[config.mk]
export PLATFORM = sky130hd
export DESIGN_NAME = result_bank
export DESIGN_NICKNAME = d
export VERILOG_FILES = /design/src/rtl/result_bank.sv
export SDC_FILE = /design/constraint.sdc
export NUM_CORES = 1
export LEC_CHECK = 0
export ABC_AREA = 1
export CORE_MARGIN = 2
export CORE_UTILIZATION = 50
export CTS_BUF_LIST = sky130_fd_sc_hd__clkbuf_4 sky130_fd_sc_hd__clkbuf_8
export DETAILED_ROUTE_END_ITERATION = 12
export DONT_BUFFER_PORTS = 1
export PLACE_DENSITY = 0.74
export SKIP_LAST_GASP = 1
export SYNTH_ARGS = -nofsm -noshare
export SYNTH_HDL_FRONTEND = slang
export SYNTH_SLANG_ARGS = --single-unit
export TNS_END_PERCENT = 30
[constraint.sdc]
create_clock -name clk -period 6.4 [get_ports clk]
set_input_delay 1.28 -clock clk [delete_from_list [all_inputs] [get_ports clk]]
set_output_delay 1.28 -clock clk [all_outputs]
set_load 0.01 [all_outputs]
[src/rtl/result_bank.sv]
// result_bank: output-side buffer of the 3x3 matmul accelerator.
// Collects three result rows (one per strobe, three lanes wide) and then
// streams the nine elements row-major over a valid/ready handshake.

// Per-lane column storage: holds one column (three rows) of the result.
module result_bank_lane #(
  parameter int RW   = 10,
  parameter int ROWS = 3
) (
  input  logic                      clk,
  input  logic                      clear,
  input  logic                      wr,
  input  logic [1:0]                row,
  input  logic [RW-1:0]             din,
  output logic [ROWS-1:0][RW-1:0]   col
);

  // Write the addressed row of this column on an accepted strobe.
  always_ff @(posedge clk or posedge clear) begin
    if (clear) begin
      col <= '0;
    end else begin
      for (int i = 0; i < ROWS; i++) begin
        if (wr && (row == i[1:0])) col[i] <= din;
      end
    end
  end

endmodule

module result_bank #(
  parameter int RW = 10
) (
  input  logic          clk,
  input  logic          clear,
  input  logic          row_valid,
  input  logic [RW-1:0] res_in1,
  input  logic [RW-1:0] res_in2,
  input  logic [RW-1:0] res_in3,
  input  logic          out_ready,
  output logic          out_valid,
  output logic [RW-1:0] data_out,
  output logic          out_last,
  output logic [1:0]    row_cnt,
  output logic          busy,
  output logic          done,
  output logic          drop
);

  localparam int NUM_LANES = 3;
  localparam int ROWS      = 3;
  localparam int ELEMS     = NUM_LANES * ROWS;

  typedef enum logic {COLLECT, STREAM} state_t;

  state_t state;
  logic [3:0] idx;
  logic [3:0] nxt;

  logic [NUM_LANES-1:0][RW-1:0]           lane_in;
  logic [NUM_LANES-1:0][ROWS-1:0][RW-1:0] lane_q;
  logic [ELEMS-1:0][RW-1:0]               elem;

  logic xfer, last_xfer, accept;
  logic [1:0] wr_row;

  assign lane_in = {res_in3, res_in2, res_in1};

  // Handshake and capture qualification. The final transfer edge doubles as
  // a capture edge for row 0 of the next matrix.
  assign xfer      = out_valid && out_ready;
  assign last_xfer = xfer && (idx == 4'd8);
  assign accept    = row_valid && ((state == COLLECT) || last_xfer);
  assign wr_row    = (state == COLLECT) ? row_cnt : 2'd0;
  assign nxt       = idx + 4'd1;

  genvar c, r;
  generate
    for (c = 0; c < NUM_LANES; c++) begin : g_lane
      result_bank_lane #(.RW(RW), .ROWS(ROWS)) u_lane (
        .clk   (clk),
        .clear (clear),
        .wr    (accept),
        .row   (wr_row),
        .din   (lane_in[c]),
        .col   (lane_q[c])
      );
      // Row-major element view: k = row*3 + col.
      for (r = 0; r < ROWS; r++) begin : g_row
        assign elem[r*NUM_LANES + c] = lane_q[c][r];
      end
    end
  endgenerate

  // Control FSM with registered outputs; data_out is preloaded with the
  // element that becomes current on each edge so it never comes from a mux.
  always_ff @(posedge clk or posedge clear) begin
    if (clear) begin
      state     <= COLLECT;
      idx       <= '0;
      row_cnt   <= '0;
      out_valid <= 1'b0;
      data_out  <= '0;
      out_last  <= 1'b0;
      busy      <= 1'b0;
      done      <= 1'b0;
      drop      <= 1'b0;
    end else begin
      done <= 1'b0;
      if (row_valid && (state == STREAM) && !last_xfer) drop <= 1'b1;
      case (state)
        COLLECT: begin
          if (row_valid) begin
            if (row_cnt == 2'd2) begin
              state     <= STREAM;
              row_cnt   <= 2'd3;
              idx       <= '0;
              out_valid <= 1'b1;
              busy      <= 1'b1;
              data_out  <= elem[0];
              out_last  <= 1'b0;
            end else begin
              row_cnt <= row_cnt + 2'd1;
            end
          end
        end
        STREAM: begin
          if (xfer) begin
            if (idx == 4'd8) begin
              state     <= COLLECT;
              out_valid <= 1'b0;
              busy      <= 1'b0;
              idx       <= '0;
              out_last  <= 1'b0;
              data_out  <= '0;
              done      <= 1'b1;
              row_cnt   <= row_valid ? 2'd1 : 2'd0;
            end else begin
              idx      <= nxt;
              data_out <= elem[nxt];
              out_last <= (idx == 4'd7);
            end
          end
        end
        default: state <= COLLECT;
      endcase
    end
  end

endmodule

# [Word-level counts from Yosys, hierarchy flattened]
# Cells that the tools add are included.
[totals] romBits=0 wordCells=81 ff_bits=111 latchBits=0 ramBits=0 inputBits=34 output_inout_bits=17 mem_count=0
[classes] n_reduce_logical=14 div_mod_pow=0 eq_ne=9 n_mux=37 multipliers=0 n_shift=0 bitwise=1 magnitude_cmp=1 n_addsub=2
[ops] operator="$mux W10" count=5
[ops] operator="$bmux W10 S4" count=1
[ops] operator="$pmux W10 S2" count=1
[ops] operator="$mux W1" count=16
[ops] operator="$mux W4" count=4
[ops] operator="$mux W2" count=5
[ops] operator="$logic_and A1 B1 Y1" count=8
[ops] operator="$pmux W4 S2" count=1
[ops] operator="$ne A2 B1 Y1 const B" count=3
[ops] operator="$pmux W1 S2" count=3
[ops] operator="$reduce_and A3 Y1" count=2
[ops] operator="$lt A4 B5 Y1 const B" count=1
[ops] operator="$add A4 B1 Y4 const B" count=1
[ops] operator="$eq A2 B2 Y1 const B" count=2
[ops] operator="$eq A4 B3 Y1 const B" count=1
[ops] operator="$eq A4 B4 Y1 const B" count=1
[ops] operator="$pmux W2 S2" count=1
[ops] operator="$reduce_and A4 Y1" count=1
[ops] operator="$add A2 B1 Y2 const B" count=1
[ops] operator="$eq A2 B1 Y1 const B" count=1
[ops] operator="$logic_not A2 Y1" count=1
[ops] operator="$ne A2 B2 Y1 const B" count=1
[ops] operator="$logic_not A1 Y1" count=1
[ops] operator="$logic_or A1 B1 Y1" count=1
[ops] operator="$not A1 Y1" count=1

# [Longest topological paths before layout]
# Gate-level depths: netlist of run 1.
[depth] depth_word=6 depth_mapped=13 ltp_nobuf=10

# [Modules after synthesis]
# Synthesis of run 1 repeated with hierarchy kept, for this count alone.
[unflattened] hier_cells=734 area_unflattened_um2=5729.2
[by_module_without_submodules] module="result_bank_lane" cells_each=136 instances=3 seq_area_each_um2=750.7 area_per_inst_um2=1263.7
[by_module_without_submodules] module="result_bank" cells_each=326 instances=1 seq_area_each_um2=525.5 area_per_inst_um2=1938.1

# [Worst setup path before layout of run 1]
# OpenSTA, ideal clock, no wires.
[synth_timing] path_kind="input port to flip-flop" from="input out_ready" to="register g_lane[0].u_lane.col[28] (netlist bit)" path_buffers=1 required_time_ns=6.282 stages=8 setup_slack_ns=4.154 t_arrival_ns=2.128 path_cell_list="nand2_1 -> nand2_1 -> nand2_4 -> nor2_8 -> nand4_4 -> buf_4 -> nand2_1 -> o21ai_2"
[synth_between] elab_chain_len=5
[synth_lines] item="start: declaration" line_no="40" rtl="input logic out_ready,"
[synth_lines] item="$logic_and A1 B1 Y1" line_no="71" rtl="assign xfer = out_valid && out_ready;"
[synth_lines] item="$logic_and A1 B1 Y1" line_no="72" rtl="assign last_xfer = xfer && (idx == 4'd8);"
[synth_lines] item="$logic_or A1 B1 Y1" line_no="73" rtl="assign accept = row_valid && ((state == COLLECT) || last_xfer);"
[synth_lines] item="$logic_and A1 B1 Y1" line_no="73"
[synth_lines] item="$logic_and A1 B1 Y1" line_no="24" rtl="if (wr && (row == i[1:0])) col[i] <= din;"
[synth_lines] item="end signal: indexed assignment" line_no="24"
[synth_lines] item="end: declaration" line_no="15" rtl="output logic [ROWS-1:0][RW-1:0] col"
# Every way passes these cells.
# A chain may end at the register's enable or synchronous reset.

# [Final worst setup path of run 1]
[layout_timing] from="register idx[0]" to="register data_out[2]"
[layout_between] elab_chain_len=6 word_cells_on_any_way=7 classes_between="1 x add/sub; 1 x eq/ne; 5 x mux"
[layout_lines] item="start: declaration" line_no="57" rtl="logic [3:0] idx;"
[layout_lines] item="start signal: assignment" line_no="139" rtl="idx <= nxt;"
[layout_lines] item="$add A4 B1 Y4" line_no="75" rtl="assign nxt = idx + 4'd1;"
[layout_lines] item="$bmux W10 S4" line_no="140" rtl="data_out <= elem[nxt];"
[layout_lines] item="$mux W10 (implied by the code)" line_no="140"
[layout_lines] item="$mux W10 *" line_no="129" rtl="if (idx == 4'd8) begin"
[layout_lines] item="$mux W10 *" line_no="128" rtl="if (xfer) begin"
[layout_lines] item="$pmux W10 S2 *" line_no="111" rtl="case (state)"
[layout_lines] item="end signal: assignment" line_no="120" rtl="data_out <= elem[0];"
[layout_lines] item="end signal: assignment" line_no="140"
[layout_lines] item="end: declaration" line_no="42" rtl="output logic [RW-1:0] data_out,"
# Every way passes the cells marked *; elsewhere a longest branch is shown, timed or not. The select of a mux whose other input is x is not followed.

==> results of run 1 <==
## worst reg2reg max path, cell delays in order (launching register included)
cell	delay [ns]
dfrtp_1	0.41
inv_2	0.55
ha_1	0.71
inv_1	0.61
nand2_1	0.18
nor2_2	0.29
nand3_1	0.12
nand2_1	0.14
nand2_1	0.06
a21oi_1	0.15
## final cells by class
cell class / count / share of cell area
inverters: 83 / 0.0563
flip-flops and latches: 111 / 0.498
clock buffers: 13 / 0.0310
multi-input cells: 430 / 0.374
clock inverters: 3 / 0.00718
well taps: 136 / 0.0305
repair buffers: 2 / 0.00269
## path summary, 6_finish.rpt
path,from,end,slack (ns),cells past startpoint
max,idx[0],data_out[2],3.12,9
min,g_lane[1].u_lane.col[11],g_lane[1].u_lane.col[11],0.49,2
max reg2reg,idx[0],data_out[2],3.12,9
min reg2reg,g_lane[1].u_lane.col[11],g_lane[1].u_lane.col[11],0.49,2
max in group asynchronous,clear,g_lane[2].u_lane.col[17],4.34,2
min in group asynchronous,clear,g_lane[0].u_lane.col[2],0.80,1
## sequential cells by signal, indices dropped and copies added (netlist names)
register           cells
g_lane.u_lane.col     90
data_out              10
idx                    4
row_cnt                2
busy                   1
done                   1
drop                   1
out_last               1
state                  1
## cell usage after synthesis
master | count | share of area
a21oi_1 | 14 | 0.013
a22oi_1 | 4 | 0.0056
buf_2 | 19 | 0.018
buf_4 | 2 | 0.0028
buf_6 | 5 | 0.010
clkbuf_1 | 7 | 0.0049
clkbuf_2 | 3 | 0.0028
clkinv_1 | 1 | 0.00070
dfrtp_1 | 111 | 0.52
ha_1 | 3 | 0.0070
inv_1 | 80 | 0.056
inv_2 | 2 | 0.0014
nand2_1 | 189 | 0.13
nand2_2 | 1 | 0.0012
nand2_4 | 2 | 0.0042
nand3_1 | 47 | 0.044
nand3_2 | 2 | 0.0037
nand3_4 | 1 | 0.0033
nand4_1 | 1 | 0.0012
nand4_4 | 1 | 0.0040
nor2_1 | 34 | 0.024
nor2_2 | 1 | 0.0012
nor2_8 | 1 | 0.0037
nor3_1 | 1 | 0.00093
nor3_2 | 1 | 0.0019
o211ai_1 | 7 | 0.0098
o21ai_0 | 79 | 0.073
o21ai_1 | 19 | 0.018
o21ai_2 | 13 | 0.021
o21bai_1 | 1 | 0.0014
o22ai_1 | 4 | 0.0046
xnor2_1 | 1 | 0.0016
xor2_1 | 1 | 0.0016
xor2_2 | 2 | 0.0060
## power breakdown
| part | total [mW] | internal (mW) | switching (mW) | leakage [nW] |
|---|---|---|---|---|
| combinational | 0.0247 | 0.00223 | 0.0225 | 1.14 |
| clock | 0.448 | 0.217 | 0.231 | 0.113 |
| sequential | 0.701 | 0.701 | 0.0000000000000000160 | 1.51 |
## logic make-up after synthesis
family / after synthesis / synth area share
simple gates: 282 / 0.224
compound gates: 141 / 0.147
buf+inv: 119 / 0.0965
flops: 111 / 0.516
xor+xnor: 4 / 0.00930
fa+ha+maj: 3 / 0.00698
## metal layers
metal  vias to the layer above  track usage  share of wire
met5                         -            0              0
met4                         0       0.0815          0.016
met3                        13       0.0297          0.044
met2                       117        0.332           0.43
met1                      2017        0.361           0.51
li1                       2045            -              -
==> flow_metrics.tcl, run 1 <==
set metrics [dict create \
    final_cell_mix "nand2_1 (189), dfrtp_1 (111), inv_1 (79), o21ai_0 (79), nand3_1 (47)" \
    cp_cell_sequence "inv_2, ha_1, inv_1, nand2_1, nor2_2, nand3_1, nand2_1, nand2_1, a21oi_1" \
    rsz0062_at_grt "false" \
    crit_top_cell "nand2_1" \
    grt_pass1_wl_mm 21.2 \
    seqCellArea_um2 2780 \
    path_buf_inv 2 \
    finalCritPeriodShare 0.513 \
    io-pin-count 51 \
    drt-vias-per-instance 5.39 \
    cts_buffer_depth 2 \
    clock_skew_ns 0.00758 \
    crit_fanout 45 \
    postCtsHoldBufs 0 \
    syn_inst 660 \
    place_inst 762 \
    place_ws_ns 3.17 \
    crit_required_ns 6.70 \
    synth_seq_area_share 0.516 \
    setup_viol 0 \
    cts_sinks 111 \
    hold_viol_final 0 \
    wl_per_cell_um 16.3 \
    cp.arrival_ns 3.58 \
    fillers 1029 \
    grt.total_usage 0.233 \
    drv_cap 0 \
    rows 37 \
    clkTransAtPathRegs_ns 0.10 \
    crit_path_start_kind "flip-flop" \
    die_h_um 108 \
    fin_cells 778 \
    grt-ovfl-total 0 \
    grt_max_degree 72 \
    cts_resized 0 \
    ys_warn_count 0 \
    layout_commonest_cell "nand2_1" \
    cts_tree "done" \
    place_area_um2 5360 \
    power_density_nw_per_um2 210 \
    synthDistinctLibCells 34 \
    initial_utilization 0.519 \
    syn_nets 697 \
    antenna_found_initial 0 \
    portBuffers 0 \
    clk_latency_ns 0.37 \
    fmax_mhz 304 \
    vias 4192 \
    cts.htree.levels 3 \
    cp_slowest_cell "ha_1" \
    die-area_um2 11600 \
    hpwlAfterDp_mm 8.36 \
    cts_made_buffers 9 \
    status "complete, no violations" \
    relSlewSlack 0.221 \
    wl_mm 12.7 \
    firstDrtPassIters 4 \
    fin_area_um2 5570 \
    die_x_um 108 \
    max_slew.worst_pin.slew_ns 1.16 \
    irDropWorstVdd_v 0.0000861 \
    ant_nets 0 \
    crit_type "flip-flop to flip-flop" \
    synth-seq-cells 111 \
    leakagePower_nw 2.76 \
    fin_util 0.538 \
    setup_tns_ns 0 \
    endpoint_kind "flip-flop" \
    nets 674 \
    post-cts-setup-buffers 0 \
    slowest_delay_ns 0.71 \
    drive_above_1_share 0.0717 \
    syn_to_final_growth_pct 3.58 \
    fin_crit_ns 3.28 \
    clock-root-buffer "clkbuf_8" \
    total_power_mw 1.17 \
    gp_congestion 0.838 \
    avgSynthCellArea_um2 8.15 \
    drc_errors 0 \
    slew_violations 0 \
    setup_ws_ns 3.12 \
    path_delay_family "buffers and inverters" \
    antenna_cells 0 \
    multi_input_area_um2 2080 \
    drtIter0Drc 327 \
    synth_area_um2 5380 \
    hold_ws_ns 0.495 \
    first_global_vias 4116 \
    min_path_type "flip-flop to flip-flop" \
    coreArea_um2 10400 \
]
Power figures use the tool's default switching activity.
==> run 2, diff against run 1 <==
Clock period 6.4 ns to 3.25 ns, I/O delays scaled along.
==> run 2 against run 1 <==
Compared with the run above: clock-buffer cell count fell by 2; via count is 0.98% higher; combinational power up 110%; clock skew is essentially flat; highest routed layer unchanged; die area unchanged; critical path depth rose by 1; setup slack got worse by 2.1 ns; clock power rose by 120%.
==> flow_metrics.tcl, run 2 (synthesis results as in run 1) <==
set metrics [dict create \
    antenna_found_initial 0 \
    setup_tns_ns 0 \
    irDropWorstVdd_v 0.000234 \
    cts_buffer_depth 2 \
    crit_top_cell "nand2_1" \
    clock_skew_ns 0.00713 \
    top_register "g_lane.u_lane.col" \
    status "complete, no violations" \
    gp_congestion 0.902 \
    postCtsHoldBufs 0 \
    drt-vias-per-instance 5.41 \
    drtIter0Drc 451 \
    coreArea_um2 10400 \
    layout_commonest_cell "nand2_1" \
    setup_viol 0 \
    clkTransAtPathRegs_ns 0.10 \
    hpwlAfterDp_mm 8.30 \
    syn_to_final_growth_pct 5.21 \
    cts_sinks 111 \
    largestRegisters "g_lane.u_lane.col: 90 flops, data_out: 10 flops, idx: 4 flops" \
    rsz0062_at_grt "false" \
    initial_utilization 0.519 \
    antenna_cells 0 \
    crit_required_ns 3.56 \
    slew_violations 0 \
    die_h_um 108 \
    relSlewSlack 0.404 \
    cp_slowest_cell "dfrtp_1" \
    clock-root-buffer "clkbuf_8" \
    hold_ws_ns 0.316 \
    wl_met3_um 994 \
    setup_ws_ns 0.976 \
    crit_fanout 42 \
    finalCritPeriodShare 0.700 \
    cts_made_buffers 9 \
    io-pin-count 51 \
    nets 679 \
    grt.total_usage 0.222 \
    highest_layer "met4" \
    final_cell_mix "nand2_1 (189), dfrtp_1 (111), inv_1 (79), o21ai_0 (79), nand3_1 (47)" \
    rows 37 \
    hold_viol_final 0 \
    max_slew.worst_pin.slew_ns 0.891 \
    portBuffers 0 \
    drc_errors 0 \
    cp_cell_sequence "buf_4, ha_1, xnor2_1, buf_4, nand2_1, nor3_2, nand2_1, nand2_1, nand2_1, nand2_1" \
    power_density_nw_per_um2 428 \
    fin_crit_ns 2.27 \
    crit_type "flip-flop to flip-flop" \
    fillers 946 \
    ant_nets 0 \
    wl_mm 12.1 \
    cts_resized 0 \
    fmax_mhz 440 \
    firstDrtPassIters 5 \
    largest_register_ffs 90 \
    cts.htree.levels 3 \
    drv_cap 0 \
    min_path_type "input port to asynchronous set/reset pin" \
    grt-ovfl-total 0 \
    dr_wl_met2_mm 5.19 \
    cts_tree "done" \
    crit_start "idx[0]" \
    leakagePower_nw 2.80 \
    wl_per_cell_um 15.5 \
    r2r-start "idx[0]" \
    first_global_vias 3987 \
    slowest_delay_ns 0.38 \
    wl_met1_mm 5.75 \
    die-area_um2 11600 \
    vias 4233 \
    clk_latency_ns 0.37 \
    crit_path_start_kind "flip-flop" \
    post-cts-setup-buffers 0 \
    cp.arrival_ns 2.58 \
    place_ws_ns 1.08 \
    endpoint_kind "flip-flop" \
    grt_max_degree 61 \
    drive_above_1_share 0.0788 \
    die_x_um 108 \
    grt_pass1_wl_mm 20.2 \
]
## run 2: per-layer routing
| layer | vias to the layer above | global-route usage |
|---|---|---|
| met4 | 0 | 0.0678 |
| met3 | 10 | 0.0496 |
| met2 | 153 | 0.318 |
| met5 | - | 0 |
| met1 | 2011 | 0.335 |
| li1 | 2059 | - |
## run 2: power breakdown
part / internal (mW) / switching, mW
logic: 0.00692 / 0.0448
clock network: 0.543 / 0.447
registers: 1.38 / 0.0000000000000000318
## run 2: cell type report
cell class | count | area [um2] | area share
clock inverter | 5 | 104 | 0.0183
multi-input combinational | 430 | 2080 | 0.368
inverter | 83 | 315 | 0.0557
clock buffer | 11 | 145 | 0.0256
sequential | 111 | 2780 | 0.491
tap | 136 | 170 | 0.0301
timing repair buffer | 7 | 65.1 | 0.0115
## run 2: worst paths after layout
| path | end | slack (ns) | cells after the start |
|---|---|---|---|
| min in group clk | g_lane[1].u_lane.col[27] | 0.44 | 2 |
| max in group asynchronous | g_lane[1].u_lane.col[5] | 2.14 | 2 |
| setup reg to reg | data_out[6] | 0.98 | 10 |
| hold / removal | g_lane[0].u_lane.col[10] | 0.32 | 1 |
| hold reg to reg | g_lane[0].u_lane.col[28] | 0.49 | 2 |
| setup / recovery | data_out[6] | 0.98 | 10 |
## run 2: metrics by stage
step / utilization / instances / instance area, um2 / power [mW]
3_5_place_dp: 0.522 / 767 / 5410 / 1.46
5_1_grt: 0.546 / 783 / 5660 / 2.50
3_3_place_gp: 0.522 / 767 / 5410 / 1.46
4_1_cts: 0.546 / 783 / 5660 / 2.44
6_report: 0.546 / 783 / 5660 / 2.42
2_1_floorplan: - / 660 / 5390 / 1.44
## run 2: critical path, delay by kind of cell, from the launching register on
family                     cells  cell delay [ns]
buffers and inverters          2             0.60
DFF                            1             0.38
adders and majority gates      1             0.32
xor gates and xnor gates       1             0.15
and+or+nand+nor                6             0.75
==> run 3, diff against run 2 <==
Clock period 3.25 ns to 2.2 ns, I/O delays scaled along.
==> run 3 against run 2 <==
Compared with the run above: first-iteration DRC count grew 5.1%; worst hold slack worse by 0.087 ns; global-route usage rose by 0.41 points; clock skew is 0.0072 ns higher; maximum frequency increased by 19%; power up 39%; highest routed layer unchanged; flip-flop and latch count unchanged; combinational power rose by 64%; largest power group unchanged; core utilization is 0.60 points higher; routed wire length increased by 1.4%; largest cell class unchanged; sequential power increased by 48%; non-clock buffer count up 10.
==> flow_metrics.tcl, run 3 (synthesis results as in run 1) <==
set metrics [dict create \
    crit_path_start_kind "flip-flop" \
    cp.arrival_ns 2.18 \
    initial_utilization 0.519 \
    wl_per_cell_um 15.5 \
    die_x_um 108 \
    met3_usage 0.0460 \
    grt_max_degree 61 \
    gp_congestion 0.893 \
    relSlewSlack 0.584 \
    busiest_layer "met1" \
    fillers 977 \
    place_area_um2 5520 \
    antenna_cells 0 \
    status "complete, no violations" \
    crit_required_ns 2.47 \
    largest_register_ffs 90 \
    ant_nets 0 \
    cts_sinks 111 \
    die_h_um 108 \
    place_ws_ns 0.361 \
    max_slew.worst_pin.slew_ns 0.624 \
    setup_tns_ns 0 \
    wl_mm 12.3 \
    endpoint_kind "flip-flop" \
    grt.total_usage 0.226 \
    io-pin-count 51 \
    grt-ovfl-total 0 \
    fin_cells 793 \
    post-cts-setup-buffers 0 \
    cts.htree.levels 3 \
    min_path_type "input port to flip-flop" \
    rows 37 \
    setup_viol 0 \
    fin_util 0.552 \
    rsz0062_at_grt "false" \
    crit_type "flip-flop to flip-flop" \
    hold_viol_final 0 \
    firstDrtPassIters 5 \
    layout_commonest_cell "nand2_1" \
    drt-vias-per-instance 5.38 \
    hpwlAfterDp_mm 8.32 \
    fin_crit_ns 1.91 \
    final_cell_mix "nand2_1 (189), dfrtp_1 (111), inv_1 (79), o21ai_0 (79), nand3_1 (47)" \
    crit_fanout 10 \
    slew_violations 0 \
    syn_to_final_growth_pct 6.37 \
    top_register "g_lane.u_lane.col" \
    finalCritPeriodShare 0.868 \
    fmax_mhz 524 \
    grt_pass1_wl_mm 20.4 \
    place_inst 776 \
    vias 4267 \
    drtIter0Drc 474 \
    nets 689 \
    clkTransAtPathRegs_ns 0.11 \
    drv_cap 0 \
    drive_above_1_share 0.0913 \
    portBuffers 0 \
    drc_errors 0 \
    power_density_nw_per_um2 588 \
    coreArea_um2 10400 \
    clock_skew_ns 0.0143 \
    clk_latency_ns 0.38 \
    cts_buffer_depth 2 \
    total_power_mw 3.37 \
    cts_tree "done" \
    cts_made_buffers 9 \
    setup_ws_ns 0.291 \
    clock-root-buffer "clkbuf_8" \
    irDropWorstVdd_v 0.000264 \
    fin_area_um2 5720 \
    antenna_found_initial 0 \
    use_met1 0.349 \
    leakagePower_nw 2.85 \
    die-area_um2 11600 \
    hold_ws_ns 0.229 \
    first_global_vias 4027 \
    use_met2 0.318 \
    largestRegisters "g_lane.u_lane.col: 90 flops, data_out: 10 flops, idx: 4 flops" \
]
run 3: final timing paths:
kind	endpoint	from	depth (start not counted)	slack, ns
min in group asynchronous	data_out[3]	clear	2	0.53
max in group asynchronous	g_lane[1].u_lane.col[10]	clear	3	1.06
min reg2reg	g_lane[2].u_lane.col[3]	g_lane[2].u_lane.col[3]	2	0.49
max	data_out[4]	idx[0]	7	0.29
min	g_lane[0].u_lane.col[21]	res_in1[1]	2	0.23
max reg2reg	data_out[4]	idx[0]	7	0.29
run 3: worst max-delay path, stage by stage, from the launching register on:
cell and delay, ns:
dfrtp_1 0.44, ha_1 0.30, xor2_2 0.53, o211ai_1 0.19
nand3_1 0.12, nand2_1 0.08, nand2_1 0.08, nand2_1 0.05
run 3: repair_timing:
item | in CTS | in global routing
resized for setup | 0 | 0
endpoints found under the hold margin | 13 | 0
setup endpoints to repair | 0 | 0
hold buffers | 1 | 0
run 3: routing by layer:
metal	part of all wire	up-vias	wire length, um
met5	0	-	0
met4	0.011	0	138
met3	0.071	10	871
met2	0.42	164	5210
met1	0.49	2012	6050
li1	-	2081	-
run 3: cell type report:
type	count	area, um2	share of cell area
Clock buffer	10	138	0.0240
Clock inverter	6	58.8	0.0103
Inverter	83	315	0.0551
Multi-Input combinational cell	430	2080	0.364
Sequential cell	111	2780	0.485
Tap cell	136	170	0.0297
Timing Repair Buffer	17	180	0.0315
run 3: report_power, final:
part	internal (mW)	total, mW	switching (mW)
Clock	0.555	1.24	0.688
Combinational	0.0160	0.0848	0.0688
Sequential	2.04	2.04	0.0000000000000000465
